## config.mk

```make
export PLATFORM = sky130hd
export DESIGN_NAME = demux_1x4
export DESIGN_NICKNAME = d
export VERILOG_FILES = /design/src/rtl/demux_pkg.sv /design/src/rtl/demux_slot_counter.sv /design/src/rtl/demux_1x4.sv
export SDC_FILE = /design/constraint.sdc
export NUM_CORES = 1
export LEC_CHECK = 0
export ABC_AREA = 1
export ABC_CLOCK_PERIOD_IN_PS = 3000
export BUFFER_PORTS_ARGS = -buffer_cell sky130_fd_sc_hd__buf_2
export CAP_MARGIN = 15
export CORE_MARGIN = 5
export CORE_UTILIZATION = 50
export DETAILED_ROUTE_END_ITERATION = 10
export PLACE_DENSITY = 0.71
export SLEW_MARGIN = 20
export SYNTH_ARGS = -nofsm -noshare
export SYNTH_HDL_FRONTEND = slang
export SYNTH_SLANG_ARGS = --single-unit
```

## constraint.sdc

```tcl
create_clock -name clk_4f -period 3 [get_ports clk_4f]
set_input_delay 0.15 -clock clk_4f [delete_from_list [all_inputs] [get_ports clk_4f]]
set_output_delay 0.15 -clock clk_4f [all_outputs]
set_load 0.01 [all_outputs]
```

## src/rtl/demux_pkg.sv

```systemverilog
// Shared constants for the 1-to-4 byte demultiplexer and its slot counter.
package demux_pkg;
  localparam int LANES = 4;
  localparam int SLOT_W = 2;
  localparam int WIDTH_DEF = 8;
  localparam logic [SLOT_W-1:0] LAST_SLOT = 2'd3;
  // Reset value of every data bit; replicated to whatever WIDTH a lane uses.
  localparam logic DATA_RST_BIT = 1'b0;
endpackage

```

## src/rtl/demux_slot_counter.sv

```systemverilog
// 2-bit free-running slot counter; slot 0 is the first cycle after reset drops.
module demux_slot_counter
  import demux_pkg::*;
(
  input  logic              clk,
  input  logic              reset,
  output logic [SLOT_W-1:0] slot,
  output logic              last_slot
);

  always_ff @(posedge clk) begin
    if (reset) slot <= '0;
    else       slot <= slot + 1'b1;
  end

  assign last_slot = (slot == LAST_SLOT);

endmodule

```

## src/rtl/demux_1x4.sv

```systemverilog
// Redistributes an interleaved byte stream round-robin into four lanes,
// committing all lanes together at the end of each 4-slot frame.
module demux_1x4
  import demux_pkg::*;
#(
  parameter int WIDTH = WIDTH_DEF,
  parameter int LANES = 4
) (
  input  logic             clk_4f,
  input  logic             reset,
  input  logic [WIDTH-1:0] Entrada,
  input  logic             validEntrada,
  output logic [WIDTH-1:0] Salida0,
  output logic [WIDTH-1:0] Salida1,
  output logic [WIDTH-1:0] Salida2,
  output logic [WIDTH-1:0] Salida3,
  output logic             validSalida0,
  output logic             validSalida1,
  output logic             validSalida2,
  output logic             validSalida3,
  output logic             frame_strobe
);

  localparam logic [WIDTH-1:0] DATA_RST = {WIDTH{DATA_RST_BIT}};

  logic [SLOT_W-1:0] slot;
  logic              last_slot;
  logic [WIDTH-1:0]  in_data;

  // Only lanes 0..2 are staged; lane 3 bypasses straight into the output.
  logic [WIDTH-1:0] stage_data  [LANES-1];
  logic             stage_valid [LANES-1];

  demux_slot_counter u_slot_counter (
    .clk       (clk_4f),
    .reset     (reset),
    .slot      (slot),
    .last_slot (last_slot)
  );

  // Invalid slots carry zero so stale bytes never reach a lane.
  assign in_data = validEntrada ? Entrada : DATA_RST;

  always_ff @(posedge clk_4f) begin
    if (reset) begin
      for (int i = 0; i < LANES - 1; i++) begin
        stage_data[i]  <= DATA_RST;
        stage_valid[i] <= 1'b0;
      end
      Salida0      <= DATA_RST;
      Salida1      <= DATA_RST;
      Salida2      <= DATA_RST;
      Salida3      <= DATA_RST;
      validSalida0 <= 1'b0;
      validSalida1 <= 1'b0;
      validSalida2 <= 1'b0;
      validSalida3 <= 1'b0;
      frame_strobe <= 1'b0;
    end else begin
      frame_strobe <= last_slot;
      if (last_slot) begin
        Salida0      <= stage_data[0];
        Salida1      <= stage_data[1];
        Salida2      <= stage_data[2];
        Salida3      <= in_data;
        validSalida0 <= stage_valid[0];
        validSalida1 <= stage_valid[1];
        validSalida2 <= stage_valid[2];
        validSalida3 <= validEntrada;
      end else begin
        case (slot)
          2'd0: begin
            stage_data[0]  <= in_data;
            stage_valid[0] <= validEntrada;
          end
          2'd1: begin
            stage_data[1]  <= in_data;
            stage_valid[1] <= validEntrada;
          end
          default: begin
            stage_data[2]  <= in_data;
            stage_valid[2] <= validEntrada;
          end
        endcase
      end
    end
  end

endmodule

```

# Yosys cells after proc, flatten, opt, wreduce, memory -nomap -nowiden
# Memories as Yosys holds them, arrays and structs flattened. A register that Yosys moved wholly into a read port is not among the register bits.
# Cells that the tools add are included.
# word_totals
register_bits	12
ramBits	27
in_bits	11
out_inout_bits	37
wordCells	38
mem_count	2
# memory_table
memory	depth	word_bits	read_ports	rd_clocked_by_memory_dff	wr	line_no	rtl
stage_data	3	8	3	3	3	demux_1x4.sv:31	logic [WIDTH-1:0] stage_data [LANES-1];
stage_valid	3	1	3	3	3	demux_1x4.sv:32	logic stage_valid [LANES-1];
# classes
n_addsub	1
eq_ne	2
mux	21
bitwise_logic	6
reduce_logical	2
# ops
cell	n
8-bit 2-to-1 mux	4
1-bit 2-to-1 mux	17
1-bit OR	6
2-bit by 1-bit adder with 2-bit output, second input constant	1
2-bit by 1-bit == test with 1-bit output, second input constant	1
2-bit == test, second input constant	1
2-bit logical NOT	1
2-bit OR reduction	1

# Logic depth before layout (Yosys ltp)
# depth
depth_word	7
depth_mapped	6

# Cells and area by module
# Synthesis repeated with hierarchy kept, for this count alone.
# hier_totals
cells_unflattened	227
hier_area_um2	2532.4
# by_module_without_submodules
module	instances	cells_per_inst	area_each_um2	seq_area_each_um2
demux_1x4	1	221	2468.6	1551.5
demux_slot_counter	1	6	63.8	40.0

# Least setup slack after synthesis
# Ideal clock, no wire load.
# synth_path
path_kind	reg2reg
startpoint	register u_slot_counter.slot[0]
endpoint	memory stage_data[0][0] (netlist name), enable pin
t_arrival_ns	0.956
required_time_ns	2.727
path_slack_ns	1.771
stages_incl_launch_ff	4
synth_period_minus_slack_ns	1.229
path_cell_list	dfxtp_1 > inv_1 > ha_1 > or2_2
# synth_lines
item	line_no	rtl
start, declared	demux_slot_counter.sv:7	output logic [SLOT_W-1:0] slot,
start signal, assigned	demux_slot_counter.sv:13	else slot <= slot + 1'b1;
end, declared	demux_1x4.sv:31	

# Worst setup path after layout
# layout_path
startpoint	register u_slot_counter.slot[0]
endpoint	register Salida1[6], read port of stage_data
# layout_via
elab_chain_cells	1
# layout_rtl
item	line_no	rtl
2-bit == test	demux_slot_counter.sv:16	assign last_slot = (slot == LAST_SLOT);
via last_slot	demux_1x4.sv:27	logic last_slot;
end, declared	demux_1x4.sv:14	output logic [WIDTH-1:0] Salida1,
# The timed path passes the listed nets, and every way through them passes these cells.
# A chain may end at the register's enable or synchronous reset.

==> impl_metrics.json <==
{
  "ctsResizeCount": 0,
  "postSynthAreaPerCell_um2": 10.9,
  "setup_viol": 0,
  "hp-class": "input port to flop",
  "report.final.hold_viol_count": 0,
  "first_pass_iters": 4,
  "syn-num-nets": 239,
  "htreeDepth": 3,
  "drc": 0,
  "fp-row-count": 25,
  "grt_use_total_pct": 15.5,
  "dieWidth_um": 79.8,
  "dieArea_um2": 6370,
  "post_cts_buffers": 0,
  "dpl.hpwl_um": 2890,
  "r2r_cells": 4,
  "nNetsFinal": 285,
  "rsz0062_at_grt": "no",
  "r2r_start": "u_slot_counter.slot[0]$_SDFF_PP0_",
  "clkLatencyLatePin_ns": 0.34,
  "placed_cell_area_um2": 2630,
  "critPathRequiredTime_ns": 3.27,
  "first_global_vias": 1567,
  "routabilityCongestion": 0.732,
  "startpoint_type": "flop",
  "crit_arrival_ns": 1.99,
  "cts_root_buf": "clkbuf_8",
  "rr_endpoint": "Salida1[6]$_SDFFE_PP0P_",
  "die_h_um": 79.8,
  "cts_hold_buf": 0,
  "crit_buf_inv": 1,
  "holdPathEnd": "u_slot_counter.slot[0]$_SDFF_PP0_",
  "finalNonFillerCells": 342,
  "synth_seq_area_share_pct": 65.3,
  "clockBufferDepth": 2,
  "outcome": "finished, final reports clean",
  "netlist_instances": 224,
  "synth-seq-cells": 66,
  "ys.flop_type": "dfxtp_1",
  "fin_crit_ns": 1.72,
  "post-route-period-util_pct": 57.2,
  "max_stage_delay_ns": 0.62,
  "fmax_mhz": 582,
  "fin_area_um2": 2840,
  "placedCellCount": 326,
  "slew_violations": 0,
  "wirelength_um": 4410,
  "power_density_nw_per_um2": 690,
  "cts_tree": "built",
  "ys_top_cells_by_area": "edfxtp_1, dfxtp_1, nor2_1, o21ai_0, buf_6",
  "clock-sinks": 66,
  "tightest_slew_ns": 0.683,
  "vias_per_cell": 4.70,
  "path_cells": "ha_1 > buf_4 > o21ai_0 > nor2_1",
  "synth_commonest_cells": "nor2_1, dfxtp_1, edfxtp_1",
  "port_buffers": 47,
  "fin_util_pct": 60.2,
  "async_reset_ff_share_pct": 0,
  "synth_largest_area_cell": "edfxtp_1",
  "holdPathStages": 2,
  "drive_gt1_share_pct": 32.4,
  "synth_area_um2": 2440,
  "synth-edff-count": 27,
  "grt_pass1_wl_um": 7360,
  "cts_buffers": 9,
  "relSlewSlack_pct": 54.5,
  "antenna_cells": 0,
  "regToRegSetupSlack_ns": 1.28,
  "fillers": 424,
  "crit_family": "adder cells",
  "yosysMostFrequentCell": "nor2_1",
  "worstSetupEndpointType": "flop",
  "dr_total_vias": 1609,
  "routedWlPerCell_um": 12.9,
  "fin_setup_tns_ns": 0,
  "ir_worst_vdd_v": 0.000295,
  "hold_start": "reset",
  "area_growth_pct": 16.6,
  "drt_iter0_drc": 124,
  "yosysWarningCount": 0,
  "crit_type": "flop to flop",
  "p_leak_uw": 0.00133,
  "initial_core_util_pct": 51.6,
  "path_clk_slew_ns": 0.06,
  "grt_overflow": 0,
  "drv_cap": 0,
  "antenna_found_initial": 0,
  "synth_cell_types": 20,
  "finalClockSkew_ns": 0.00908,
  "core_area_um2": 4720,
  "antenna_left": 0,
  "grt_max_degree": 40,
  "synth.top_cell.area_share_pct": 33.3,
  "worstPathMaxFanout": 20,
  "crit_slowest_cell": "ha_1",
  "pin_count": 48,
  "total_power_uw": 1960
}
[where the power goes]
group / switching [uW] / internal [uW] / leakage (uW)
clock: 317 / 463 / 0.000106
sequential: 24.6 / 1000 / 0.000607
combinational: 101 / 51.3 / 0.000616
total: 443 / 1520 / 0.00133
[final cells by class]
type / instances / area [um2] / share of cell area (%)
Tap cell: 67 / 83.8 / 2.95
Sequential cell: 66 / 1590 / 56.0
Multi-Input combinational cell: 137 / 678 / 23.9
Clock inverter: 6 / 82.6 / 2.91
Clock buffer: 10 / 128 / 4.49
Timing Repair Buffer: 48 / 243 / 8.54
Inverter: 8 / 35.0 / 1.23
[cell usage in the layout, fill, tap and decap left out, drive strengths merged]
cell      count
nor2         75
buf          48
dfxtp        39
o21ai        36
edfxtp       27
nand2        12
clkbuf       10
inv           8
a21oi         7
ha            4
clkinv        3
or2           2
bufinv        2
nand3         1
clkinvlp      1
[worst max path at each step]
stage                                      start                          to  slack (ns)  depth (start not counted)
2_1_floorplan  u_slot_counter.slot[0]$_SDFF_PP0_  stage_data[0][0]$_DFFE_PP_        1.77                          3
3_3_place_gp   u_slot_counter.slot[0]$_SDFF_PP0_     Salida2[3]$_SDFFE_PP0P_        1.35                          4
3_5_place_dp   u_slot_counter.slot[0]$_SDFF_PP0_     Salida1[7]$_SDFFE_PP0P_        1.31                          4
4_1_cts        u_slot_counter.slot[0]$_SDFF_PP0_     Salida1[6]$_SDFFE_PP0P_        1.28                          4
5_1_grt        u_slot_counter.slot[0]$_SDFF_PP0_     Salida3[4]$_SDFFE_PP0P_        1.11                          4
6_report       u_slot_counter.slot[0]$_SDFF_PP0_     Salida1[6]$_SDFFE_PP0P_        1.28                          4
[logic make-up after synthesis]
family,count (synthesis),share of synthesized area (%)
DFF,66,65.3
buffers and inverters,21,6.88
adders and majority gates,4,2.05
AOI/OAI and AO/OA,43,10.5
and+or+nand+nor,90,15.2
[metal layers]
layer | vias to the layer above | global-route usage, % | wire length (um)
met4 | 0 | 9.63 | 120
met1 | 721 | 20.1 | 2040
met5 | - | 0 | 0
li1 | 828 | - | -
met3 | 10 | 4.74 | 320
met2 | 50 | 22.4 | 1930
[through the flow]
step | hold WS (ns) | worst slack (ns)
4_1_cts | 0.0183 | 1.28
3_5_place_dp | 0.382 | 1.31
5_1_grt | 0.0350 | 1.11
2_1_floorplan | 0.217 | 1.77
3_3_place_gp | 0.377 | 1.35
6_report | 0.0379 | 1.28
[sequential cells by signal (all words and copies together), names as in the netlist]
signal and count:
Salida1 8, validSalida0 1, Salida3 8, u_slot_counter.slot 2
stage_data 24, validSalida3 1, validSalida2 1, validSalida1 1
stage_valid 3, frame_strobe 1, Salida2 8, Salida0 8
No activity file was read; power rests on OpenSTA's default activity.
